## config.mk

```make
export PLATFORM = sky130hd
export DESIGN_NAME = serial_mag_compare_ctrl_flat
export DESIGN_NICKNAME = d
export VERILOG_FILES = /design/src/rtl/serial_mag_compare_ctrl_if.sv /design/src/rtl/serial_mag_compare_ctrl.sv /design/src/flat_wrapper.sv
export SDC_FILE = /design/constraint.sdc
export NUM_CORES = 1
export LEC_CHECK = 0
export CORE_UTILIZATION = 35
export CTS_CLUSTER_DIAMETER = 150
export DETAILED_ROUTE_END_ITERATION = 8
export SLEW_MARGIN = 25
export SYNTH_ARGS = -nofsm -noshare
export SYNTH_HDL_FRONTEND = slang
export SYNTH_SLANG_ARGS = --single-unit
```

## constraint.sdc

```tcl
create_clock -name clk -period 1.9 [get_ports clk]
set_input_delay 0.475 -clock clk [delete_from_list [all_inputs] [get_ports clk]]
set_output_delay 0.475 -clock clk [all_outputs]
set_load 0.005 [all_outputs]
```

## src/rtl/serial_mag_compare_ctrl_if.sv

```systemverilog
// Operand-source and digit-comparator signal bundle for the serial magnitude compare controller.
// The slave side is the controller; the master side is the operand source plus the 2-bit comparator.
`timescale 1ns/1ps

interface serial_mag_compare_ctrl_if #(
    parameter int WIDTH = 8
);
    logic             start;
    logic [WIDTH-1:0] op_a;
    logic [WIDTH-1:0] op_b;
    logic [1:0]       dig_a;
    logic [1:0]       dig_b;
    logic             cmp_g;
    logic             cmp_e;
    logic             cmp_l;
    logic             busy;
    logic             done;
    logic             gt;
    logic             eq;
    logic             lt;
    logic             cmp_err;

    modport slave (
        input  start, op_a, op_b, cmp_g, cmp_e, cmp_l,
        output dig_a, dig_b, busy, done, gt, eq, lt, cmp_err
    );

    modport master (
        output start, op_a, op_b, cmp_g, cmp_e, cmp_l,
        input  dig_a, dig_b, busy, done, gt, eq, lt, cmp_err
    );
endinterface

```

## src/rtl/serial_mag_compare_ctrl.sv

```systemverilog
// Serial unsigned compare, one 2-bit digit per cycle MSB first; done pulses k+1 cycles after start (k digits scanned).
// Backpressure: start is only honoured in IDLE; requests while busy are dropped.
`timescale 1ns/1ps

module serial_mag_compare_ctrl #(
    parameter int WIDTH = 8
) (
    input  logic                     clk,
    input  logic                     rst_n,
    serial_mag_compare_ctrl_if.slave bus
);
    localparam int NDIG = WIDTH / 2;
    localparam int IW   = (NDIG > 1) ? $clog2(NDIG) : 1;
    localparam logic [IW-1:0] IDX_MSD = IW'(NDIG - 1);

    typedef enum logic [1:0] {
        IDLE = 2'd0,
        SCAN = 2'd1,
        DONE = 2'd2
    } state_t;

    typedef struct packed {
        logic gt;
        logic eq;
        logic lt;
    } result_t;

    state_t           state;
    logic [WIDTH-1:0] a_reg;
    logic [WIDTH-1:0] b_reg;
    logic [IW-1:0]    idx;
    logic             busy_q;
    logic             done_q;
    logic             err_q;
    result_t          res_q;

    logic [1:0] a_dig [NDIG];
    logic [1:0] b_dig [NDIG];
    logic [2:0] resp;
    logic       resp_ok;

    // Digit d occupies bits [2d+1:2d]; bit 1 of each digit is its more significant bit.
    for (genvar d = 0; d < NDIG; d++) begin : g_dig
        assign a_dig[d] = a_reg[2*d+1 : 2*d];
        assign b_dig[d] = b_reg[2*d+1 : 2*d];
    end

    assign bus.dig_a = (state == SCAN) ? a_dig[idx] : 2'b00;
    assign bus.dig_b = (state == SCAN) ? b_dig[idx] : 2'b00;

    assign resp    = {bus.cmp_g, bus.cmp_e, bus.cmp_l};
    assign resp_ok = $onehot(resp);

    always_ff @(posedge clk or negedge rst_n) begin
        if (!rst_n) begin
            state  <= IDLE;
            a_reg  <= '0;
            b_reg  <= '0;
            idx    <= '0;
            busy_q <= 1'b0;
            done_q <= 1'b0;
            err_q  <= 1'b0;
            res_q  <= '0;
        end else begin
            done_q <= 1'b0;
            case (state)
                IDLE: begin
                    if (bus.start) begin
                        a_reg  <= bus.op_a;
                        b_reg  <= bus.op_b;
                        idx    <= IDX_MSD;
                        res_q  <= '0;
                        err_q  <= 1'b0;
                        busy_q <= 1'b1;
                        state  <= SCAN;
                    end
                end
                SCAN: begin
                    // A broken comparator response ends the scan with a neutral "equal" verdict.
                    if (!resp_ok) begin
                        err_q    <= 1'b1;
                        res_q.eq <= 1'b1;
                        done_q   <= 1'b1;
                        state    <= DONE;
                    end else if (bus.cmp_g) begin
                        res_q.gt <= 1'b1;
                        done_q   <= 1'b1;
                        state    <= DONE;
                    end else if (bus.cmp_l) begin
                        res_q.lt <= 1'b1;
                        done_q   <= 1'b1;
                        state    <= DONE;
                    end else if (idx == '0) begin
                        res_q.eq <= 1'b1;
                        done_q   <= 1'b1;
                        state    <= DONE;
                    end else begin
                        idx <= idx - 1'b1;
                    end
                end
                DONE: begin
                    busy_q <= 1'b0;
                    state  <= IDLE;
                end
                default: begin
                    busy_q <= 1'b0;
                    state  <= IDLE;
                end
            endcase
        end
    end

    assign bus.busy    = busy_q;
    assign bus.done    = done_q;
    assign bus.gt      = res_q.gt;
    assign bus.eq      = res_q.eq;
    assign bus.lt      = res_q.lt;
    assign bus.cmp_err = err_q;

endmodule
```

## src/flat_wrapper.sv

```systemverilog
// flat-port wrapper written by rule: the top's interface ports become plain ports
module serial_mag_compare_ctrl_flat 
#(
    parameter int WIDTH = 8
)
  (clk, rst_n, bus_start, bus_op_a, bus_op_b, bus_cmp_g, bus_cmp_e, bus_cmp_l, bus_dig_a, bus_dig_b, bus_busy, bus_done, bus_gt, bus_eq, bus_lt, bus_cmp_err);
  serial_mag_compare_ctrl_if #(.WIDTH(WIDTH)) bus_i ();
  input  logic clk;
  input  logic rst_n;
  input wire logic [$bits(bus_i.start)-1:0] bus_start;
  input wire logic [$bits(bus_i.op_a)-1:0] bus_op_a;
  input wire logic [$bits(bus_i.op_b)-1:0] bus_op_b;
  input wire logic [$bits(bus_i.cmp_g)-1:0] bus_cmp_g;
  input wire logic [$bits(bus_i.cmp_e)-1:0] bus_cmp_e;
  input wire logic [$bits(bus_i.cmp_l)-1:0] bus_cmp_l;
  output wire logic [$bits(bus_i.dig_a)-1:0] bus_dig_a;
  output wire logic [$bits(bus_i.dig_b)-1:0] bus_dig_b;
  output wire logic [$bits(bus_i.busy)-1:0] bus_busy;
  output wire logic [$bits(bus_i.done)-1:0] bus_done;
  output wire logic [$bits(bus_i.gt)-1:0] bus_gt;
  output wire logic [$bits(bus_i.eq)-1:0] bus_eq;
  output wire logic [$bits(bus_i.lt)-1:0] bus_lt;
  output wire logic [$bits(bus_i.cmp_err)-1:0] bus_cmp_err;
  assign bus_i.start = bus_start;
  assign bus_i.op_a = bus_op_a;
  assign bus_i.op_b = bus_op_b;
  assign bus_i.cmp_g = bus_cmp_g;
  assign bus_i.cmp_e = bus_cmp_e;
  assign bus_i.cmp_l = bus_cmp_l;
  assign bus_dig_a = bus_i.dig_a;
  assign bus_dig_b = bus_i.dig_b;
  assign bus_busy = bus_i.busy;
  assign bus_done = bus_i.done;
  assign bus_gt = bus_i.gt;
  assign bus_eq = bus_i.eq;
  assign bus_lt = bus_i.lt;
  assign bus_cmp_err = bus_i.cmp_err;
  serial_mag_compare_ctrl #(.WIDTH(WIDTH)) u_core (.clk(clk), .rst_n(rst_n), .bus(bus_i));
endmodule
```

After elaboration in Yosys (flattened, before gate mapping)
Index checks and enable logic that the tools add are counted.
{"block": "op_classes", "n_addsub": 3, "order_cmp": 1, "n_eq_ne": 14, "n_mux": 40, "bitwise_logic": 2, "n_reduce_logical": 11}
{"operator": "2-to-1 mux 2 bit", "count": 17}
{"operator": "2-to-1 mux 1 bit", "count": 15}
{"operator": "!= test 2 bit, second input constant", "count": 7}
{"operator": "AND reduction 5 bit", "count": 2}
{"operator": "!= test 3 bit, second input constant", "count": 3}
{"operator": "binary-select mux 2 bit (select 2 bit)", "count": 2}
{"operator": "case mux 2 bit (2 select lines)", "count": 2}
{"operator": "case mux 3 bit (2 select lines)", "count": 1}
{"operator": "AND reduction 2 bit", "count": 3}
{"operator": "AND reduction 6 bit", "count": 1}
{"operator": "!= test 5 bit, second input constant", "count": 1}
{"operator": "== test 2 x 1 -> 1 bit, second input constant", "count": 2}
{"operator": "logical NOT 2 bit", "count": 2}
{"operator": "case mux 1 bit (2 select lines)", "count": 2}
{"operator": "AND reduction 4 bit", "count": 1}
{"operator": "greater-or-equal comparator 3 bit, second input constant", "count": 1}
{"operator": "2-to-1 mux 3 bit", "count": 1}
{"operator": "inverter 2 -> 3 bit", "count": 1}
{"operator": "AND reduction 3 bit", "count": 1}
{"operator": "adder 1 x 1 -> 2 bit", "count": 1}
{"operator": "adder 2 x 1 -> 2 bit", "count": 1}
{"operator": "!= test 2 x 1 -> 1 bit, second input constant", "count": 1}
{"operator": "nonzero test 2 bit", "count": 1}
{"operator": "subtractor 2 x 1 -> 2 bit, second input constant", "count": 1}
{"operator": "inverter 1 bit", "count": 1}
{"block": "totals", "reg_bits": 26, "input_bits": 22, "out_inout_bits": 10, "word_cells": 81}

Longest topological paths before layout
Gate-level depths: netlist of run 1.
{"block": "logic_depth", "word_depth": 6, "depth_mapped": 5, "mapped_depth_nobuf": 4}

Worst setup path before layout of run 1
Ideal clock, no wire load.
{"block": "synth_path", "path_kind": "input -> register", "from": "in bus_cmp_l", "to": "reg u_core.idx[0]", "setup_ns": 0.128, "t_arrival_ns": 1.744, "required_ns": 1.772, "setup_slack_ns": 0.028, "cell_stages": 4, "path_buffers": 0, "path_cell_list": "fa_1 > nand2b_4 > or4b_4 > mux2i_1"}
{"block": "synth_between", "elab_chain_len": 5, "elab_cells_between_ends": 6, "cone_classes": "add/sub (2); eq/ne (3); reduce/logical (1)"}
{"item": "start, declared", "line": "flat_wrapper.sv:15", "source": "input wire logic [$bits(bus_i.cmp_l)-1:0] bus_cmp_l;"}
{"item": "adder 1 x 1 -> 2 bit (not written as such)", "line": "serial_mag_compare_ctrl.sv:52", "source": "assign resp_ok = $onehot(resp);"}
{"item": "adder 2 x 1 -> 2 bit (not written as such)", "line": "serial_mag_compare_ctrl.sv:52"}
{"item": "== test 2 x 1 -> 1 bit", "line": "serial_mag_compare_ctrl.sv:52"}
{"item": "!= test 2 x 1 -> 1 bit (no source line)"}
{"item": "AND reduction 6 bit (no source line) (*)"}
{"item": "end signal, assigned", "line": "serial_mag_compare_ctrl.sv:98", "source": "idx <= idx - 1'b1;"}
{"item": "end, declared", "line": "serial_mag_compare_ctrl.sv:31", "source": "logic [IW-1:0] idx;"}
Mark *: on every way between the ends. The rest lies on a longest branch, timed or not.
A chain may end at the register's enable or synchronous reset.

Final worst setup path of run 1
{"block": "layout_path", "from": "reg u_core.idx[0]", "to": "out bus_dig_a[0]"}
{"block": "layout_between", "elab_chain_len": 5}
{"item": "inverter 2 -> 3 bit (not written as such)", "line": "serial_mag_compare_ctrl.sv:48", "source": "assign bus.dig_a = (state == SCAN) ? a_dig[idx] : 2'b00;"}
{"item": "binary-select mux 2 bit (select 2 bit)", "line": "serial_mag_compare_ctrl.sv:48"}
{"item": "2-to-1 mux 2 bit (not written as such) (2 in a row)", "line": "serial_mag_compare_ctrl.sv:48"}
{"item": "2-to-1 mux 2 bit", "line": "serial_mag_compare_ctrl.sv:48"}
{"item": "end, declared", "line": "flat_wrapper.sv:16", "source": "output wire logic [$bits(bus_i.dig_a)-1:0] bus_dig_a;"}
No other way between the ends. The select of a mux whose other input is x is not followed.

==> metrics, run 1 <==
area fraction of the dominant cell type after synthesis=53.0%; Routed wire per std cell=12.4 um; dpl hpwl=1.66 mm; Mapped Area=1230 um^2; Crit-path slowest cell=mux4_2; Setup-failing EPs final=4; CP delay by family, top=multiplexers; FMAX=467 MHz; H-tree depth=1; Final Max Slew Viols=0; clk root buf=clkbuf_4; first-pass GRT wire length=3.42 mm; final RePlAce weighted congestion=0.802; most frequent CP cell=buf_6; CTS Buf Count=3; non-filler instance count after layout=177; status=complete, but fails checks; Longest Clk Path Bufs=2; clk slew on worst S/H paths=0.14 ns; clk sinks=26; Area Growth Syn to Fin=41.6%; area post-placement=1640 um^2; largest net degree at the start of global routing=27; largest area contributor in the netlist=dfrtp_1; Syn Inst Count=90; Worst-Skew Late Latency=0.32 ns; worst slew pin tran=0.334 ns; Leakage=0.776 nW; RSZ-0062 raised after global routing=true; top post-synthesis cells by area=dfrtp_1, mux2_2, mux4_2, and2b_2, nand2b_4; Starting Density=36.8%; R2R Setup Slk=0.13 ns; vias in the first global route=819; Mapped Avg Cell Area=13.7 um^2; FILL cells=307; Routed WL=2.19 mm; Final period util=113%; maximum vdd drop=0.432 mV; Max-cap violations=0; Final #Nets=157; Final min period=2.14 ns; #FFs+latches synth=26; Ys Warns=0; CP Data Required Time=1.42 ns; crit-path cells=buf_6 -> mux4_2 -> and2b_2 -> buf_6; diode count=0; post-route setup slack=-0.241 ns; Site Rows=21; commonest non-fill, non-tap cell in the layout=dfrtp_1; layout cells sized above 1=37.4%; io pins=32; Vias/cell=4.78; initial antenna violation count=0; DRT antenna net count=0; DP Cell Count=170; # port buffers=31; worst-path fanout max=3; syn nets=115; Finished Cell Area=1740 um^2; Hold Path Class=reg2reg; critical path class=reg2out; dpl ws=-0.517 ns; chip height=61.3 um; Die X=61.3 um; GRT overflow=0; most frequent cells in the layout=dfrtp_1, clkdlybuf4s50_1, mux2_2; Setup crit start kind=register; vias after detailed routing=846; Power Dens Cells=988 nW/um^2; failing checks=setup timing; register area share after synthesis=53.0%; Netlist cell types=23; WP buf/inv=2; endpoints failing hold=0; area of the core=3340 um^2; Slew headroom=77.7%; clock skew=0.00699 ns; crit end category=output pin; max incr delay on CP=0.47 ns; fin util=52.2%; Die ar.=3750 um^2; total negative slack=-0.864 ns; First-pass DRT Iterations=3; Arrival @ worst endpoint=1.67 ns; initial DRC count=18; DRC viols=0; CTS tree=done; GRT Util Overall=13.0%
[Yosys cell counts, drive strengths merged]
master	number
a21oi	3
nand2b	3
a31o	1
nand2	2
buf	4
or4b	1
o41ai	1
fa	1
mux2	16
mux2i	2
and2b	4
mux4	4
nor4	1
dfrtp	26
o31ai	1
a21o	1
o21ai	4
inv	5
ha	2
nor3b	2
nor2	6
[layout make-up]
type | count | area [um^2] | share of cell area (%)
multi-input combinational | 55 | 544 | 31.3
sequential | 26 | 652 | 37.5
timing repair buffer | 41 | 415 | 23.9
clock inverter | 1 | 30.0 | 1.73
clock buffer | 3 | 22.5 | 1.29
tap | 46 | 57.6 | 3.31
inverter | 5 | 18.8 | 1.08
[final timing paths]
check | start | endpoint | cells past startpoint
hold reg to reg | u_core.bus.busy | u_core.bus.busy | 1
min in group asynchronous | rst_n | u_core.bus.lt | 2
hold / removal | u_core.bus.busy | u_core.bus.busy | 1
setup reg to reg | u_core.idx[0] | u_core.idx[0] | 7
setup / recovery | u_core.idx[0] | bus_dig_a[0] | 4
max in group asynchronous | rst_n | u_core.idx[0] | 2
[per-layer routing]
layer	GRT usage, %	vias up	routed length (um)
met4	5.84	0	22
met1	15.9	422	1010
met5	0	-	0
li1	-	399	-
met2	21.6	23	1060
met3	3.57	2	106
[kinds of logic (layout without fill, tap and decap cells)]
logic type	Yosys count	in the layout	share of synthesized area, %
AOI/OAI and AO/OA	11	11	5.50
adders and majority gates	3	3	3.67
buffers and inverters	9	50	3.36
DFF	26	26	53.0
muxes	22	22	23.6
and+or+nand+nor	19	19	10.9
[metrics by stage]
step | hold WS [ns] | power, mW
after floorplan | 0.179 | 1.09
after global placement | 0.467 | 1.33
after detailed placement | 0.474 | 1.35
after CTS | 0.510 | 1.73
after global routing | 0.520 | 1.82
final | 0.505 | 1.72
[power by group]
part	internal (mW)	total, mW	switching, mW	leakage (nW)
Combinational	0.375	0.551	0.176	0.442
Sequential	0.711	0.794	0.0831	0.306
Clock	0.213	0.375	0.162	0.0279
Total	1.30	1.72	0.421	0.776
[timing repair]
| item | 4_1_cts | 5_1_grt |
|---|---|---|
| setup buffers | 2 | 1 |
| gates resized for setup | 22 | 4 |
| pin swaps | 2 | 1 |
| endpoints found under the setup margin | 8 | 6 |
| hold buffers | 0 | 0 |
| hold endpoints to repair | 0 | 0 |
[worst register-to-register path, stage by stage, from the launching register on]
cell	delay, ns
dfrtp_2	0.44
buf_6	0.12
buf_4	0.09
buf_4	0.10
inv_1	0.04
ha_2	0.19
or4b_4	0.55
mux2i_1	0.17
(Power assumes the default switching activity.)
==> run 2, diff against run 1 <==
--- a/config.mk
+++ b/config.mk
@@ -8,6 +8,7 @@
 export CORE_UTILIZATION = 35
 export CTS_CLUSTER_DIAMETER = 150
 export DETAILED_ROUTE_END_ITERATION = 8
+export SKIP_LAST_GASP = 1
 export SLEW_MARGIN = 25
 export SYNTH_ARGS = -nofsm -noshare
 export SYNTH_HDL_FRONTEND = slang
==> results of run 2 <==
Final layout, timing and power as in run 1 (identical DEF).
